<file path="config.mk">
export PLATFORM = sky130hd
export DESIGN_NAME = dll_alu_ctrl
export DESIGN_NICKNAME = d
export VERILOG_FILES = /design/src/rtl/dll_alu_pkg.sv /design/src/rtl/dll_alu_chan.sv /design/src/rtl/dll_alu_ctrl.sv
export SDC_FILE = /design/constraint.sdc
export NUM_CORES = 1
export LEC_CHECK = 0
export CORE_ASPECT_RATIO = 0.8
export CORE_MARGIN = 2
export CORE_UTILIZATION = 25
export DETAILED_ROUTE_END_ITERATION = 10
export PLACE_DENSITY = 0.45
export RECOVER_POWER = 50
export SKIP_CTS_REPAIR_TIMING = 1
export SYNTH_ARGS = -nofsm -noshare
export SYNTH_HDL_FRONTEND = slang
export SYNTH_HIERARCHICAL = 1
export SYNTH_SLANG_ARGS = --single-unit
</file>
<file path="constraint.sdc">
create_clock -name CLKI -period 2.65 [get_ports CLKI]
set_input_delay 0.6625 -clock CLKI [delete_from_list [all_inputs] [get_ports CLKI]]
set_output_delay 0.6625 -clock CLKI [all_outputs]
set_load 0.02 [all_outputs]
</file>
<file path="src/rtl/dll_alu_pkg.sv">
// Shared types, counter width and output clamp helper for the DLL delay-code controller.
package dll_alu_pkg;

   typedef enum logic [1:0] {
      NONE = 2'd0,
      UP   = 2'd1,
      DN   = 2'd2
   } dir_t;

   typedef logic [0:0] state_t;
   localparam state_t ACQUIRE = 1'b0;
   localparam state_t LOCKED  = 1'b1;

   localparam int unsigned CNT_W = 4;

   function automatic int clamp(input int val, input int lo, input int hi);
      if (val < lo) return lo;
      if (val > hi) return hi;
      return val;
   endfunction

endpackage

</file>
<file path="src/rtl/dll_alu_chan.sv">
// One DLL channel: saturating delay code, acquire/locked FSM with hysteresis,
// and the offset-adjusted, update-gated output register.
module dll_alu_chan
   import dll_alu_pkg::*;
#(
   parameter int unsigned CODE_W           = 9,
   parameter int unsigned CODE_INIT        = 2 ** (CODE_W - 1),
   parameter int unsigned ALU_LOCK_CNT     = 3,
   parameter int unsigned ALU_UNLOCK_CNT   = 3,
   parameter int unsigned GLITCH_TOLERANCE = 0,
   parameter int          DCNTL_ADJVAL     = 0
) (
   input  logic              clk,
   input  logic              rst,
   input  logic              pd_valid,
   input  logic              pd_up,
   input  logic              pd_dn,
   input  logic              aluhold,
   input  logic              uddcntl,
   output logic [CODE_W-1:0] dcntl,
   output logic              lock,
   output logic              code_sat
);

   localparam int unsigned       SUM_W      = CODE_W + 2;
   localparam int                CODE_HI    = (2 ** CODE_W) - 1;
   localparam logic [CODE_W-1:0] CODE_MAX   = '1;
   localparam logic [CNT_W-1:0]  LOCK_TGT   = CNT_W'(ALU_LOCK_CNT);
   localparam logic [CNT_W-1:0]  UNLOCK_TGT = CNT_W'(ALU_UNLOCK_CNT);
   localparam logic [CNT_W-1:0]  GLITCH_TOL = CNT_W'(GLITCH_TOLERANCE);

   state_t                   state_q, state_d;
   dir_t                     prev_q, prev_d;
   logic [CODE_W-1:0]        code_q, code_d;
   logic                     sat_d;
   logic [CNT_W-1:0]         good_q, good_d;
   logic [CNT_W-1:0]         run_q, run_d;
   logic [CNT_W-1:0]         bad_q, bad_d;
   dir_t                     dir_c;
   logic                     sample_c;
   logic                     sat_step_c;
   logic                     same_c;
   logic signed [SUM_W-1:0]  sum_c;

   // Sample decode; a pinned step or the first step after reset counts as same-direction.
   always_comb begin : decode
      sample_c = pd_valid && !aluhold;
      dir_c    = NONE;
      if (pd_up && !pd_dn)
         dir_c = UP;
      else if (pd_dn && !pd_up)
         dir_c = DN;
      sat_step_c = ((dir_c == UP) && (code_q == CODE_MAX)) ||
                   ((dir_c == DN) && (code_q == '0));
      same_c     = (dir_c != NONE) &&
                   (sat_step_c || (prev_q == NONE) || (prev_q == dir_c));
      sum_c      = $signed({2'b00, code_q}) + SUM_W'(DCNTL_ADJVAL);
   end

   always_comb begin : next_state
      state_d = state_q;
      prev_d  = prev_q;
      code_d  = code_q;
      sat_d   = code_sat;
      good_d  = good_q;
      run_d   = run_q;
      bad_d   = bad_q;
      if (sample_c) begin
         sat_d = sat_step_c;
         if (!sat_step_c) begin
            if (dir_c == UP)
               code_d = code_q + CODE_W'(1);
            else if (dir_c == DN)
               code_d = code_q - CODE_W'(1);
         end
         if (dir_c != NONE)
            prev_d = dir_c;
         if (state_q == ACQUIRE) begin
            if (same_c) begin
               good_d = '0;
            end else if ((good_q + CNT_W'(1)) == LOCK_TGT) begin
               state_d = LOCKED;
               good_d  = '0;
               run_d   = '0;
               bad_d   = '0;
            end else begin
               good_d = good_q + CNT_W'(1);
            end
         end else begin
            if (!same_c) begin
               run_d = '0;
               bad_d = '0;
            end else begin
               if (run_q != '1)
                  run_d = run_q + CNT_W'(1);
               // The step that takes run_len past the tolerance is the first counted one.
               if (run_q >= GLITCH_TOL) begin
                  if ((bad_q + CNT_W'(1)) == UNLOCK_TGT) begin
                     state_d = ACQUIRE;
                     good_d  = '0;
                     run_d   = '0;
                     bad_d   = '0;
                  end else begin
                     bad_d = bad_q + CNT_W'(1);
                  end
               end
            end
         end
      end
   end

   always_ff @(posedge clk) begin : regs
      if (rst) begin
         state_q  <= ACQUIRE;
         prev_q   <= NONE;
         code_q   <= CODE_W'(CODE_INIT);
         code_sat <= 1'b0;
         good_q   <= '0;
         run_q    <= '0;
         bad_q    <= '0;
         lock     <= 1'b0;
         dcntl    <= '0;
      end else begin
         state_q  <= state_d;
         prev_q   <= prev_d;
         code_q   <= code_d;
         code_sat <= sat_d;
         good_q   <= good_d;
         run_q    <= run_d;
         bad_q    <= bad_d;
         lock     <= (state_d == LOCKED);
         if (uddcntl)
            dcntl <= CODE_W'(clamp(int'(sum_c), 0, CODE_HI));
      end
   end

endmodule

</file>
<file path="src/rtl/dll_alu_ctrl.sv">
// Multi-channel DLL delay-code controller: one dll_alu_chan per channel,
// packed DCNTL bus and an aggregate lock flag.
module dll_alu_ctrl
   import dll_alu_pkg::*;
#(
   parameter int unsigned NCH              = 1,
   parameter int unsigned CODE_W           = 9,
   parameter int unsigned CODE_INIT        = 2 ** (CODE_W - 1),
   parameter int unsigned ALU_LOCK_CNT     = 3,
   parameter int unsigned ALU_UNLOCK_CNT   = 3,
   parameter int unsigned GLITCH_TOLERANCE = 0,
   parameter int          DCNTL_ADJVAL     = 0
) (
   input  logic                  CLKI,
   input  logic                  RST,
   input  logic [NCH-1:0]        PD_VALID,
   input  logic [NCH-1:0]        PD_UP,
   input  logic [NCH-1:0]        PD_DN,
   input  logic                  ALUHOLD,
   input  logic                  UDDCNTL,
   output logic [NCH*CODE_W-1:0] DCNTL,
   output logic [NCH-1:0]        LOCK,
   output logic                  LOCK_ALL,
   output logic [NCH-1:0]        CODE_SAT
);

   for (genvar i = 0; i < NCH; i++) begin : g_chan
      dll_alu_chan #(
         .CODE_W           (CODE_W),
         .CODE_INIT        (CODE_INIT),
         .ALU_LOCK_CNT     (ALU_LOCK_CNT),
         .ALU_UNLOCK_CNT   (ALU_UNLOCK_CNT),
         .GLITCH_TOLERANCE (GLITCH_TOLERANCE),
         .DCNTL_ADJVAL     (DCNTL_ADJVAL)
      ) u_chan (
         .clk      (CLKI),
         .rst      (RST),
         .pd_valid (PD_VALID[i]),
         .pd_up    (PD_UP[i]),
         .pd_dn    (PD_DN[i]),
         .aluhold  (ALUHOLD),
         .uddcntl  (UDDCNTL),
         .dcntl    (DCNTL[i*CODE_W +: CODE_W]),
         .lock     (LOCK[i]),
         .code_sat (CODE_SAT[i])
      );
   end

   // Decoded straight from the registered per-channel locks.
   assign LOCK_ALL = &LOCK;

endmodule
</file>
==> impl_metrics.yaml, run 1 <==
status:
  status: "finished, final reports clean"
sta:
  report.final.setup_viol: 0
  min_period_ns: 2.56
  finalSetupTns_ns: 0
  tightest_slew_ns: 0.837
  slew_viol_final: 0
  fmax_ghz: 0.390
  rsz0062_at_grt: "false"
  hold_slack_ns: 0.488
  skew_ns: 0.00934
  fin_crit_sh_pct: 96.7
  hold_viol: 0
  worst_slew_margin_rel_pct: 44.2
detailed_routing:
  drt_wl_total_um: 4160
  antenna_left: 0
  wire_per_inst_um: 12.3
  vias_per_cell: 4.52
  firstDrtPassIters: 4
  drc: 0
  drt-initial-drc-count: 40
  vias: 1527
die:
  core_area_mm2: 0.00693
  initial_core_util_pct: 26.0
  dieHeight_um: 79.9
  io_pins: 19
  die-area_mm2: 0.00789
  rows: 27
  die_x_um: 98.8
clock_network:
  cts.sinks: 30
  clock-root-buffer: "clkbuf_8"
  cts.clk_slew.worst_paths_ns: 0.07
  cts_tree: "done"
  htreeDepth: 2
  clock_path_buffers: 2
  cts-buffers-inserted: 5
  clk_latency_ns: 0.28
yosys:
  synthTopCellsByArea: "dfxtp_1 (33%), ha_1 (9.0%), mux2i_1 (8.4%), nor2_1 (5.4%), nand2b_1 (3.1%)"
  syn_nets: 226
  ys_warn_count: 6
  synth_common_cells: "dfxtp_1 (30), nor2_1 (26), mux2i_1 (15)"
  ys_types: 44
  synth_most_common_cell: "dfxtp_1"
  synthArstFlopShare_pct: 0
  synth_top_area_share_pct: 33.4
  synth_edf_count: 0
  synth_cells: 205
  synth-seq-cells: 30
  syn-cell-area_mm2: 0.00180
  yosysSeqAreaShare_pct: 33.4
  avgSynthCellArea_um2: 8.77
  synth_top_area_cell: "dfxtp_1"
  ys.flop_type: "dfxtp_1"
critical_path:
  r2r_slack_ns: 0.41
  rr_worst_depth: 7
  crit_path_end_kind: "register"
  critical_path_class: "input port to register"
  worst_r2r_startpoint: "g_chan[0].u_chan/code_q[0]"
  crit_fanout: 8
  crit_path_start_kind: "input port"
  cp.arrival_ns: 2.77
  cp_data_required_time_ns: 2.85
  crit-reg2reg-capture: "g_chan[0].u_chan/code_q[8]"
final_layout:
  stdcell_count: 338
  fin_nets: 271
  final_area_mm2: 0.00244
  area_growth_pct: 35.8
  drive_above_1_share_pct: 21.9
  num_antenna_cells: 0
grt:
  grt_overflow_total: 0
  track_usage_pct: 11.0
  grt_pass1_wl_um: 6880
  grt_max_degree: 19
  antenna_found_initial: 0
  grt_pass1_vias: 1437
hold_path:
  hp-class: "register to register"
  holdPathEnd: "g_chan[0].u_chan/dcntl[7]"
  whs_path_depth: 2
  hp-start: "g_chan[0].u_chan/dcntl[7]"
placement:
  placed_cell_area_mm2: 0.00224
  dp.cells: 326
  portBuffers: 18
  dpl.hpwl_um: 3090
  gp_congestion: 0.755
pwr:
  power_density_mw_per_mm2: 553
  power_mw: 1.35
  p_leak_nw: 1.04
  ir_drop_uv: 199
run:
  maxCapViolCount: 0
how the worst max path moves through the flow:
| stage | endpoint | slack, ns | depth (start not counted) | startpoint |
|---|---|---|---|---|
| final | g_chan[0].u_chan/code_q[7] | 0.09 | 12 | PD_DN |
| after global routing | g_chan[0].u_chan/code_q[8] | 0.02 | 11 | PD_DN |
| after CTS | g_chan[0].u_chan/code_q[7] | -0.32 | 11 | PD_DN |
| after detailed placement | g_chan[0].u_chan/code_q[8] | -0.58 | 10 | PD_UP |
| after global placement | g_chan[0].u_chan/bad_q[0] | -0.54 | 9 | PD_UP |
| after floorplan | g_chan[0].u_chan/code_q[8] | 0.02 | 10 | PD_DN |
report_power, final:
group          internal, mW  switching (mW)  total (mW)  leakage (nW)
registers             0.469          0.0226       0.492         0.243
clock network         0.401           0.180       0.581        0.0714
logic                 0.144           0.133       0.278         0.725
total                  1.01           0.336        1.35          1.04
cells by family (layout without fill, tap and decap cells):
family          after synthesis  after routing  share of synthesized area [%]
simple gates                 77             77                           23.0
compound gates               40             40                           15.2
flops                        30             30                           33.4
buf+inv                      19             65                           4.80
mux                          16             16                           8.98
fa+ha+maj                    14             14                           10.2
xor+xnor                      9              9                           4.38
per-stage QoR:
| stage | setup WS, ns | utilization, % |
|---|---|---|
| finish | 0.0885 | 35.3 |
| floorplan | 0.0177 | - |
| CTS | -0.319 | 34.5 |
| global route | 0.0160 | 35.3 |
| global placement | -0.539 | 32.4 |
| detailed placement | -0.576 | 32.4 |
state kept, by name (all words and copies together) (netlist names):
signal,flops
g_chan.u_chan/prev_q,2
g_chan.u_chan/code_q,9
g_chan.u_chan/dcntl,9
g_chan.u_chan/bad_q,4
g_chan.u_chan/code_sat,1
g_chan.u_chan/good_q,4
g_chan.u_chan/state_q,1
critical path: stages:
cell	delay (ns)
clkbuf_2	0.10
inv_2	0.06
ha_4	0.16
inv_8	0.05
buf_4	0.12
ha_1	0.27
a21oi_2	0.18
o21ai_2	0.10
a2111oi_4	0.37
nor3_1	0.08
or3b_2	0.46
a21oi_1	0.14
routing by layer:
layer / GRT usage (%) / wire [µm] / vias to the layer above
met5: 0 / 0 / -
met4: 4.11 / 30 / 0
met3: 2.89 / 137 / 5
met2: 15.7 / 1680 / 20
met1: 15.8 / 2300 / 687
li1: - / - / 815
layout make-up:
type | instances | area (µm²)
clock buffer | 6 | 82.6
clock inverter | 2 | 60.1
fill | 709 | 4480
inverter | 11 | 48.8
multi-input combinational | 156 | 1170
sequential | 30 | 601
tap | 87 | 109
timing repair buffer | 46 | 373
cell usage in the layout, fill, tap and decap left out, types with 4 or more instances in the layout:
cell type	Yosys	final
nor3_1	5	5
nor2_1	26	26
a21oi_1	11	9
o21ai_0	10	8
xnor2_1	5	5
nand3_1	6	6
inv_1	11	9
clkdlybuf4s50_1	0	4
ha_1	13	12
nand2b_1	9	9
dlygate4sd3_1	0	12
xor2_1	4	4
nand2_1	12	12
clkbuf_8	0	6
mux2i_1	15	15
dfxtp_1	30	30
buf_4	2	26
Power figures use the tool's default switching activity.
==> run 2: changes to the inputs <==
GPL_TIMING_DRIVEN = 0   (was default)
SLEW_MARGIN = 10   (was default)
TNS_END_PERCENT = 50   (was default)
==> run 2 against run 1 <==
Routed wire length is 4.0% lower; global-route usage is 0.15 points lower; sequential cell count stayed put; worst setup slack worse by 0.076 ns; combinational power is 13% lower; via count is 4.2% lower; clock skew is 0.0034 ns lower; total power is 11% lower; fmax is 2.9% lower; final area is 4.9% lower; sequential share of layout area is 1.3 points higher; sequential power hardly changed.
==> impl_metrics.yaml, run 2 (same netlist as run 1, synthesis figures left out) <==
grt:
  grt_pass1_wl_um: 6840
  track_usage_pct: 10.9
  grt_pass1_vias: 1380
  grt_max_degree: 11
  busiest_layer: "met1"
  grt_use_met3_pct: 2.45
  met2_usage_pct: 13.8
  gr-usage-met1_pct: 16.8
  grt_overflow_total: 0
  antenna_found_initial: 0
sta:
  slew_viol_final: 0
  skew_ns: 0.00598
  fin_crit_sh_pct: 99.5
  tightest_slew_ns: 0.661
  hold_viol: 0
  finalSetupTns_ns: 0
  rsz0062_at_grt: "true"
  min_period_ns: 2.64
  worst_slew_margin_rel_pct: 55.9
  fmax_ghz: 0.379
  report.final.setup_viol: 0
final_layout:
  final_core_util_pct: 33.6
  final_common_cell: "dfxtp_1"
  area_growth_pct: 29.2
  fin_nets: 258
  drive_above_1_share_pct: 16.0
  reg.largest.list: "g_chan.u_chan/code_q (9), g_chan.u_chan/dcntl (9)"
  stdcell_count: 324
  layout_common_cells: "dfxtp_1 (30), nor2_1 (26), mux2i_1 (15), nand2_1 (12)"
  fillers: 712
  num_antenna_cells: 0
detailed_routing:
  drt-initial-drc-count: 33
  firstDrtPassIters: 4
  vias_per_cell: 4.52
  wire_per_inst_um: 12.3
  drc: 0
  vias: 1463
  drt_wl_total_um: 3990
  antenna_left: 0
critical_path:
  cp.arrival_ns: 2.80
  path_buf_inv: 3
  cp_slowest_cell: "fa_2"
  critical_path_class: "input port to register"
  cp_top_family: "compound AO/OA/AOI/OAI gates"
  cp_cell_sequence: "buf_8 > clkinv_4 > ha_4 > inv_8 > fa_2 > a21oi_4 > o211ai_1 > o41ai_2 > xnor2_1 > o21ai_1 > or3b_4"
  crit_path_max_incr_delay_ns: 0.41
  crit_path_start_kind: "input port"
  crit_path_end_kind: "register"
  crit_fanout: 8
  cp_data_required_time_ns: 2.82
pwr:
  ir_drop_uv: 221
  power_mw: 1.21
  power_density_mw_per_mm2: 520
  p_leak_nw: 0.955
clock_network:
  clock-root-buffer: "clkbuf_8"
  cts.sinks: 30
  cts.clk_slew.worst_paths_ns: 0.07
  cts-buffers-inserted: 5
  clk_latency_ns: 0.28
  htreeDepth: 2
  clock_path_buffers: 2
  cts_tree: "done"
placement:
  portBuffers: 17
  dpl.hpwl_um: 2890
  gp_congestion: 0.714
  dp.cells: 309
die:
  dieHeight_um: 79.9
  initial_core_util_pct: 26.0
  rows: 27
  core_area_mm2: 0.00693
  die-area_mm2: 0.00789
  io_pins: 19
  die_x_um: 98.8
hold_path:
  hp-class: "register to register"
status:
  status: "finished, final reports clean"
run:
  maxCapViolCount: 0
-- run 2: changes by cell type in the layout (fill, tap and decap cells not counted), sizes merged --
cell / before / now
buf: 26 / 13
clkbuf: 10 / 11
inv: 11 / 10
bufinv: 2 / 1
dlygate4sd3: 12 / 11
clkinv: 0 / 1
-- run 2: stage by stage --
| step | hold WS, ns | area [µm²] | setup slack (ns) |
|---|---|---|---|
| after floorplan | 0.463 | 1820 | -0.0110 |
| after global placement | 0.471 | 2090 | -0.776 |
| after detailed placement | 0.482 | 2090 | -0.827 |
| after CTS | 0.495 | 2210 | -0.533 |
| after global routing | 0.519 | 2320 | -0.107 |
| final | 0.485 | 2320 | 0.0127 |
-- run 2: cell type report --
cell class	count	area (µm²)	share of cell area (%)
tap	87	109	4.68
sequential	30	601	25.8
multi-input combinational	156	1170	50.5
timing repair buffer	25	230	9.91
clock inverter	1	30.0	1.29
inverter	11	53.8	2.32
clock buffer	6	82.6	3.55
buffer	8	45.0	1.94
-- run 2: report_power, final --
group	leakage [nW]	switching, mW	internal (mW)
logic	0.655	0.125	0.118
clock network	0.0573	0.172	0.301
registers	0.243	0.0228	0.469
total	0.955	0.319	0.888
-- run 2: worst paths after layout --
check | to | slack (ns) | startpoint | cells past startpoint
min reg2reg | g_chan[0].u_chan/dcntl[7] | 0.48 | g_chan[0].u_chan/dcntl[7] | 2
max | g_chan[0].u_chan/code_q[8] | 0.01 | PD_DN | 11
max reg2reg | g_chan[0].u_chan/code_q[7] | 0.34 | g_chan[0].u_chan/code_q[1] | 7
min | g_chan[0].u_chan/dcntl[7] | 0.48 | g_chan[0].u_chan/dcntl[7] | 2
-- run 2: worst min-delay path: stages (launching register included) --
cell and delay, ns:
dfxtp_1 0.32, mux2i_1 0.06, nor2_1 0.07
-- run 2: per-layer routing --
layer / up-vias / part of all wire, %
met5: - / 0
li1: 786 / -
met2: 23 / 37
met1: 649 / 58
met3: 5 / 3.6
met4: 0 / 1.4
